$ cat src/rtl/uart_receiver.sv
// 8N1 UART receiver: two-flop input synchronizer, mid-bit sampling FSM,
// registered valid/frame_err pulses and break detection.
module uart_receiver #(
    parameter int unsigned CLK_FREQ  = 100000000,
    parameter int unsigned BAUD_RATE = 9600
) (
    input  logic       clk,
    input  logic       rst,
    input  logic       RxD,
    output logic [7:0] data,
    output logic       valid,
    output logic       frame_err,
    output logic       busy
);

    localparam int unsigned CntDiv  = CLK_FREQ / BAUD_RATE;
    localparam int unsigned HalfDiv = CntDiv / 2;
    localparam int unsigned CntW    = (CntDiv > 1) ? $clog2(CntDiv) : 1;

    localparam logic [CntW-1:0] CntLast  = CntW'(CntDiv - 1);
    localparam logic [CntW-1:0] HalfLast = CntW'(HalfDiv - 1);
    localparam logic [CntW-1:0] CntOne   = CntW'(1);

    typedef enum logic [2:0] {
        StIdle,
        StStart,
        StData,
        StStop,
        StBreak
    } state_e;

    logic            rx_meta_q;
    logic            rx_s_q;
    state_e          state_q, state_d;
    logic [CntW-1:0] cnt_q, cnt_d;
    logic [2:0]      bit_idx_q, bit_idx_d;
    logic [7:0]      shift_q, shift_d;
    logic [7:0]      data_q, data_d;
    logic            valid_q, valid_d;
    logic            frame_err_q, frame_err_d;

    // Synchronizer resets to the idle level so a release never looks like a start bit.
    always_ff @(posedge clk or posedge rst) begin
        if (rst) begin
            rx_meta_q <= 1'b1;
            rx_s_q    <= 1'b1;
        end else begin
            rx_meta_q <= RxD;
            rx_s_q    <= rx_meta_q;
        end
    end

    always_ff @(posedge clk or posedge rst) begin
        if (rst) begin
            state_q     <= StIdle;
            cnt_q       <= '0;
            bit_idx_q   <= '0;
            shift_q     <= 8'h00;
            data_q      <= 8'h00;
            valid_q     <= 1'b0;
            frame_err_q <= 1'b0;
        end else begin
            state_q     <= state_d;
            cnt_q       <= cnt_d;
            bit_idx_q   <= bit_idx_d;
            shift_q     <= shift_d;
            data_q      <= data_d;
            valid_q     <= valid_d;
            frame_err_q <= frame_err_d;
        end
    end

    always_comb begin
        state_d     = state_q;
        cnt_d       = cnt_q;
        bit_idx_d   = bit_idx_q;
        shift_d     = shift_q;
        data_d      = data_q;
        valid_d     = 1'b0;
        frame_err_d = 1'b0;

        unique case (state_q)
            StIdle: begin
                if (!rx_s_q) begin
                    state_d = StStart;
                    cnt_d   = '0;
                end
            end
            StStart: begin
                // Half-period check rejects short glitches and centres later samples.
                if (cnt_q == HalfLast) begin
                    if (!rx_s_q) begin
                        state_d   = StData;
                        cnt_d     = '0;
                        bit_idx_d = '0;
                    end else begin
                        state_d = StIdle;
                    end
                end else begin
                    cnt_d = cnt_q + CntOne;
                end
            end
            StData: begin
                if (cnt_q == CntLast) begin
                    shift_d[bit_idx_q] = rx_s_q;
                    cnt_d              = '0;
                    bit_idx_d          = bit_idx_q + 3'd1;
                    if (bit_idx_q == 3'd7) begin
                        state_d = StStop;
                    end
                end else begin
                    cnt_d = cnt_q + CntOne;
                end
            end
            StStop: begin
                if (cnt_q == CntLast) begin
                    cnt_d = '0;
                    if (rx_s_q) begin
                        data_d  = shift_q;
                        valid_d = 1'b1;
                        state_d = StIdle;
                    end else begin
                        frame_err_d = 1'b1;
                        state_d     = StBreak;
                    end
                end else begin
                    cnt_d = cnt_q + CntOne;
                end
            end
            StBreak: begin
                if (rx_s_q) begin
                    state_d = StIdle;
                end
            end
            default: begin
                state_d = StIdle;
            end
        endcase
    end

    assign data      = data_q;
    assign valid     = valid_q;
    assign frame_err = frame_err_q;
    assign busy      = (state_q != StIdle);

endmodule

$ cat config.mk
export PLATFORM = sky130hd
export DESIGN_NAME = uart_receiver
export DESIGN_NICKNAME = d
export VERILOG_FILES = /design/src/rtl/uart_receiver.sv
export SDC_FILE = /design/constraint.sdc
export NUM_CORES = 1
export LEC_CHECK = 0
export CAP_MARGIN = 5
export CORE_ASPECT_RATIO = 1.25
export CORE_MARGIN = 2
export CORE_UTILIZATION = 45
export DETAILED_ROUTE_END_ITERATION = 12
export SETUP_SLACK_MARGIN = 0.05
export SYNTH_ARGS = -nofsm -noshare
export SYNTH_HDL_FRONTEND = slang
export SYNTH_SLANG_ARGS = --single-unit
$ cat constraint.sdc
create_clock -name clk -period 7.2 [get_ports clk]
set_input_delay 1.08 -clock clk [delete_from_list [all_inputs] [get_ports clk]]
set_output_delay 1.08 -clock clk [all_outputs]
set_load 0.01 [all_outputs]
==> results of run 1 <==
==> per-layer routing <==
layer  vias up  share of wire [%]
met5         -                  0
met3        13                3.2
met2        29                 50
met1       741                 43
met4         0                3.2
li1        699                  -
==> cells in the mapped netlist, types with 3 or more instances <==
cell type,count,area (µm²)
dfrtp_1,38,951
nand2_1,19,71.3
a31oi_1,14,87.6
a21oi_1,11,55.1
mux2_1,10,113
nor2_1,10,37.5
inv_1,8,30.0
nand3_1,8,40.0
mux2_2,7,78.8
clkbuf_1,6,22.5
o22ai_1,5,31.3
nor3_1,4,20.0
o21ai_0,4,20.0
xnor2_1,4,35.0
and3_1,3,18.8
ha_1,3,37.5
nand4b_1,3,26.3
==> logic make-up after synthesis <==
logic type	after synthesis
AOI/OAI and AO/OA	38
xor gates and xnor gates	4
adders and majority gates	3
buffers and inverters	16
DFF	40
muxes	18
and+or+nand+nor	65
==> sequential cells by signal, summed over array words and instances (netlist names) <==
name	flops
bit_idx_q	3
cnt_q	14
data	8
frame_err	1
rx_meta_q	1
rx_s_q	1
shift_q	8
state_q	3
valid	1
==> layout make-up <==
cell class / count / area share, %
clock buffer: 5 / 3.05
clock inverter: 3 / 1.89
timing repair buffer: 15 / 6.44
tap: 56 / 3.11
multi-input combinational: 128 / 39.6
inverter: 8 / 1.33
sequential: 40 / 44.5
==> through the flow <==
step                      utilization, %  cell area (µm²)
after global routing                54.1             2250
after floorplan                        -             1970
after CTS                           54.1             2250
after detailed placement            51.4             2140
final                               54.1             2250
after global placement              51.4             2140
==> power groups by stage <==
stage | sequential, mW | clock [mW] | combinational, mW
after floorplan | 0.230 | 0 | 0.00434
after global placement | 0.231 | 0 | 0.00648
after detailed placement | 0.231 | 0 | 0.00677
after CTS | 0.227 | 0.189 | 0.00678
after global routing | 0.227 | 0.200 | 0.00757
final | 0.227 | 0.186 | 0.00621
==> how the worst min path moves through the flow <==
stage,startpoint,end,slack [ns],cells after the start
global route,rx_meta_q$_DFF_PP1_,rx_s_q$_DFF_PP1_,0.37,0
CTS,rx_meta_q$_DFF_PP1_,rx_s_q$_DFF_PP1_,0.36,0
floorplan,rx_meta_q$_DFF_PP1_,rx_s_q$_DFF_PP1_,0.35,0
global placement,rx_meta_q$_DFF_PP1_,rx_s_q$_DFF_PP1_,0.35,0
finish,rx_meta_q$_DFF_PP1_,rx_s_q$_DFF_PP1_,0.36,0
detailed placement,rx_meta_q$_DFF_PP1_,rx_s_q$_DFF_PP1_,0.35,0
==> worst max-delay path: stages, from the launching register on <==
cell and delay [ns]:
dfrtp_1 0.42, ha_1 0.24, or3b_4 0.41, or4_4 0.60
nor3_4 0.39, and4bb_2 0.29, mux2_1 0.31
==> key figures, run 1 <==
Setup path
  • Flop2flop setup slack: around 4.4 ns
  • Startpoint Class: flop
  • Worst-path maximum fanout: 11
  • Worst flop-to-flop path endpoint: shift_q[1]$_DFFE_PP0P_
  • R2R depth: 6
  • Worst Path Arrival: 2.96 ns
  • Critical path class: reg -> reg
  • CP Capture Point: shift_q[1]$_DFFE_PP0P_
  • Reg-to-reg critical path startpoint: cnt_q[0]$_DFFE_PP0P_
  • Critical path startpoint: cnt_q[0]$_DFFE_PP0P_
  • CP required: roughly 7.4 ns
  • CP endpoint kind: flop

Routing
  • Initial DRT Pass Iterations: 4
  • # DRC: 0
  • Initial DRC count: 73
  • DR WL/cell: 14.7 µm
  • Routed Antenna Nets: 0
  • DRT Wirelength: 3.76 mm
  • Vias/cell: 5.81
  • Vias: between 1000 and 1500

Timing
  • Worst Hold Margin: 0.363 ns
  • Final period util: approximately two fifths
  • Relative slew slack: a little over a quarter
  • Maximum clock rate: between 300 and 400 MHz
  • Final setup vio count: 0
  • Final Hold Vio Count: 0
  • Fin. max-slew vios: 0
  • Worst Clk Skew: 0.00346 ns
  • Worst slew pin tran: 1.09 ns
  • Tmin final: between 2 and 3 ns
  • RSZ-0062 raised after global routing: false
  • Fin Setup TNS: 0 ns
  • Final critical-path setup slack: about 4.4 ns

Synthesis
  • Synth Area in Adders: roughly 1.9%
  • Synth Register Bits: 40
  • EDFF count, synth: 0
  • Seq/Total Area, Yosys: between 50 and 60%
  • Multiplexer area fraction after synthesis: between 10% and 20%
  • XOR/XNOR Fraction of Synth Area: 1.78%
  • Netlist cell types: 39
  • Synth warn: 0
  • Synth Area in Simple Gates: ~20%
  • Syn nets: 190
  • Ys async rst share: between 90% and 100%
  • Mapped Area: ~0.0020 mm²
  • Combinational family with the most area after synthesis: simple AND/OR/NAND/NOR gates
  • Post-synthesis cell count: around 180
  • Avg Cell Area, Syn: about 11 µm²
  • Post-synthesis compound-gate area fraction: 11.7%
  • Top_reg_cell synth: dfrtp_1

Die
  • Std-Cell Core Area: 0.00416 mm²
  • Initial Util: ~47%
  • Row Count: 26
  • Chip width: ~63 µm
  • Die Area: approximately 0.005 mm²
  • Die height: 78.0 µm
  • # IOs: 14

Status
  • Status: complete, no violations

Clock network
  • Worst-Skew Late Latency: about 0.29 ns
  • Postcts setup bufs: 0
  • H-tree Lvls: 2
  • CTS Hold Buffers Added: 0
  • Clk sinks: 40
  • Clk slew on worst S/H paths: 0.08 ns
  • CTS root buf: clkbuf_8
  • Num CTS Buffers: 5
  • Max Root-Sink Buffers: 2
  • CTS tree: done
  • CTS resizes: 0

Finish
  • Commonest non-fill, non-tap cell in the layout: dfrtp_1
  • Area Growth Syn to Fin: 14.3%
  • Area occupied by multi-input gates: 893 µm²
  • Fin nets: approximately 200
  • Reg area: 0.00100 mm²
  • FILL cells: roughly 420
  • Post-Layout Cell Count: about 260
  • Commonest cells after routing, fill and taps aside: dfrtp_1, nand2_1, a31oi_1
  • Antenna diodes: 0
  • Layout cell share with drive strength beyond 1: 13.1%

GRT
  • Overflow after GRT: 0
  • Vias in the first global route: 1416
  • Met2 GRT Util: between 20% and 30%
  • Global-route usage over all layers: 16.7%
  • Initial antenna violation count: 0
  • GR met1 Demand/Resource: roughly 21%
  • Met3 Use GR: under 10%
  • First-pass GRT wire length: 6.52 mm
  • Largest net degree at the start of global routing: between 40 and 50
  • Busiest grt layer: met2

Run
  • Max Cap Viol: 0

Pwr
  • Lkg Pwr: ~1.0 nW
  • Clock power frac: between 40% and 50%
  • Int Power: 0.330 mW
  • Pwr Total: 0.419 mW
  • Sw Ratio: approximately a fifth
  • Max VDD drop: between 100 and 150 µV
  • Combinational power share: under 10%
  • Net Sw Power: ~0.089 mW
  • Pwr per Cell Area: ~190 mW/mm²
  • Seq pwr share: a little over half

Min path
  • HP Class: reg -> reg

Placed design
  • Pre-CTS WS: ~4.4 ns
  • Port Buffers: 13
  • Dpl hpwl: roughly 2.6 mm
  • Placed cell count: 247
  • GPL Wtd Cong: between 0.8 and 0.9
No activity file was read; power rests on OpenSTA's default activity.
==> run 2, diff against run 1 <==
==> constraint.sdc (replaced) <==
create_clock -name clk -period 2.78 [get_ports clk]
set_input_delay 0.417 -clock clk [delete_from_list [all_inputs] [get_ports clk]]
set_output_delay 0.417 -clock clk [all_outputs]
set_load 0.01 [all_outputs]
==> run 2 against run 1 <==
Effect of this change:
- total power grew to 2.6 times the previous value
- wire length is 2.6% higher
- setup slack worse by 4.2 ns
- first-iteration DRC count is 14% lower
- fmax is 7.2% higher
- non-clock buffer count is 5 higher
- sequential cell count stayed put
- clock skew is 0.0011 ns higher
- critical path depth is 1 higher
- die area stayed put
- design area is 2.1% higher
- largest power group unchanged
==> key figures, run 2 (same netlist as run 1, synthesis figures left out) <==
Status
  • Status: complete, no violations

Pwr
  • Max VDD drop: about 320 µV
  • Pwr Total: between 1 and 1.5 mW
  • Pwr per Cell Area: between 400 and 500 mW/mm²
  • Lkg Pwr: between 1 and 1.5 nW

Die
  • Initial Util: between 40% and 50%
  • Die Area: about 0.0049 mm²
  • Die height: approximately 78 µm
  • Std-Cell Core Area: between 0.004 and 0.005 mm²
  • Chip width: between 60 and 70 µm
  • Row Count: 26
  • # IOs: 14

Min path
  • HP Class: reg -> reg

Setup path
  • Worst-path maximum fanout: 6
  • Critical path class: reg -> reg
  • Startpoint Class: flop
  • Max incr delay on CP: approximately 0.61 ns
  • CP Buf/Inv Count: 1
  • Worst Path Arrival: ~2.8 ns
  • Worst path top cell family by delay: simple AND/OR/NAND/NOR gates
  • CP Cell Sequence: ha_1 -> or3b_4 -> or4_4 -> nor3_4 -> buf_4 -> nand4b_1 -> mux2_1
  • Worst path slowest cell: or4_4
  • CP endpoint kind: flop
  • CP required: just under 3 ns

Timing
  • Worst Clk Skew: ~0.0045 ns
  • Fin. max-slew vios: 0
  • Final setup vio count: 0
  • Fin Setup TNS: 0 ns
  • Tmin final: around 2.6 ns
  • Relative slew slack: between 20% and 30%
  • Maximum clock rate: around 390 MHz
  • Final Hold Vio Count: 0
  • Worst slew pin tran: between 1 and 1.5 ns
  • Final period util: between 90% and 100%
  • RSZ-0062 raised after global routing: false

Finish
  • Commonest non-fill, non-tap cell in the layout: dfrtp_1
  • Layout cell share with drive strength beyond 1: between 15 and 20%
  • Antenna diodes: 0
  • Fin nets: between 200 and 250
  • Biggest register: cnt_q
  • Area Growth Syn to Fin: 16.7%
  • Max FFs per register: 14
  • Commonest cells after routing, fill and taps aside: dfrtp_1, nand2_1, a31oi_1

Placed design
  • Port Buffers: 13
  • Dpl hpwl: 2.70 mm
  • GPL Wtd Cong: ~0.87

GRT
  • Vias in the first global route: ~1500
  • First-pass GRT wire length: approximately 6.6 mm
  • Initial antenna violation count: 0
  • Largest net degree at the start of global routing: 41
  • Global-route usage over all layers: around 17%
  • Overflow after GRT: 0

Clock network
  • Worst-Skew Late Latency: between 0.2 and 0.3 ns
  • Num CTS Buffers: 5
  • CTS tree: done
  • H-tree Lvls: 2
  • Clk slew on worst S/H paths: 0.08 ns
  • CTS root buf: clkbuf_8
  • Clk sinks: 40
  • Max Root-Sink Buffers: 2
  • CTS Hold Buffers Added: 0

Routing
  • Vias/cell: 5.58
  • Vias: 1451
  • DRT Wirelength: 3.85 mm
  • Initial DRT Pass Iterations: 4
  • # DRC: 0
  • Routed Antenna Nets: 0
  • Initial DRC count: 63
  • DR WL/cell: around 15 µm

Run
  • Max Cap Viol: 0
==> run 2: routing by layer <==
layer / vias up / wire, µm / GRT usage (%)
li1: 708 / - / -
met1: 721 / 1540 / 19.7
met2: 20 / 2190 / 30.9
met3: 2 / 103 / 3.72
met4: 0 / 24 / 4.78
met5: - / 0 / 0
==> run 2: final cells by class <==
cell class	instances	area (µm²)
flip-flops and latches	40	1000
repair buffers	20	183
fillers	410	1860
clock buffers	5	68.8
clock inverters	3	42.5
multi-input cells	128	903
well taps	56	70.1
inverters	8	30.0
==> run 2: stage by stage <==
step                worst slack [ns]  hold slack [ns]  instances  util [%]  cell area (µm²)
floorplan                      0.206            0.345        184         -             1970
global placement               0.127            0.347        250      52.0             2160
detailed placement            0.0679            0.348        250      52.0             2160
CTS                           0.0595            0.363        258      54.7             2280
global route                  0.0458            0.371        260      55.3             2300
finish                         0.192            0.361        260      55.3             2300
==> run 2: where the power goes <==
group | switching, mW | internal, mW
clock network | 0.201 | 0.266
registers | 0.00330 | 0.584
logic | 0.0124 | 0.00428
total | 0.217 | 0.854
==> run 2: repair_timing <==
item,4_1_cts,5_1_grt
gates resized for setup,0,2
buffers inserted,0,2
endpoints found under the setup margin,0,10
==> run 2: final timing paths <==
path                                            from                endpoint  slack [ns]  depth (start not counted)
worst min register to register   rx_meta_q$_DFF_PP1_        rx_s_q$_DFF_PP1_        0.36                          0
max in group asynchronous                        rst     rx_meta_q$_DFF_PP1_        1.86                          3
min in group asynchronous                        rst   cnt_q[13]$_DFFE_PP0P_        0.55                          3
worst min-delay path             rx_meta_q$_DFF_PP1_        rx_s_q$_DFF_PP1_        0.36                          0
worst max-delay path            cnt_q[1]$_DFFE_PP0P_  shift_q[5]$_DFFE_PP0P_        0.19                          7
worst max register to register  cnt_q[1]$_DFFE_PP0P_  shift_q[5]$_DFFE_PP0P_        0.19                          7
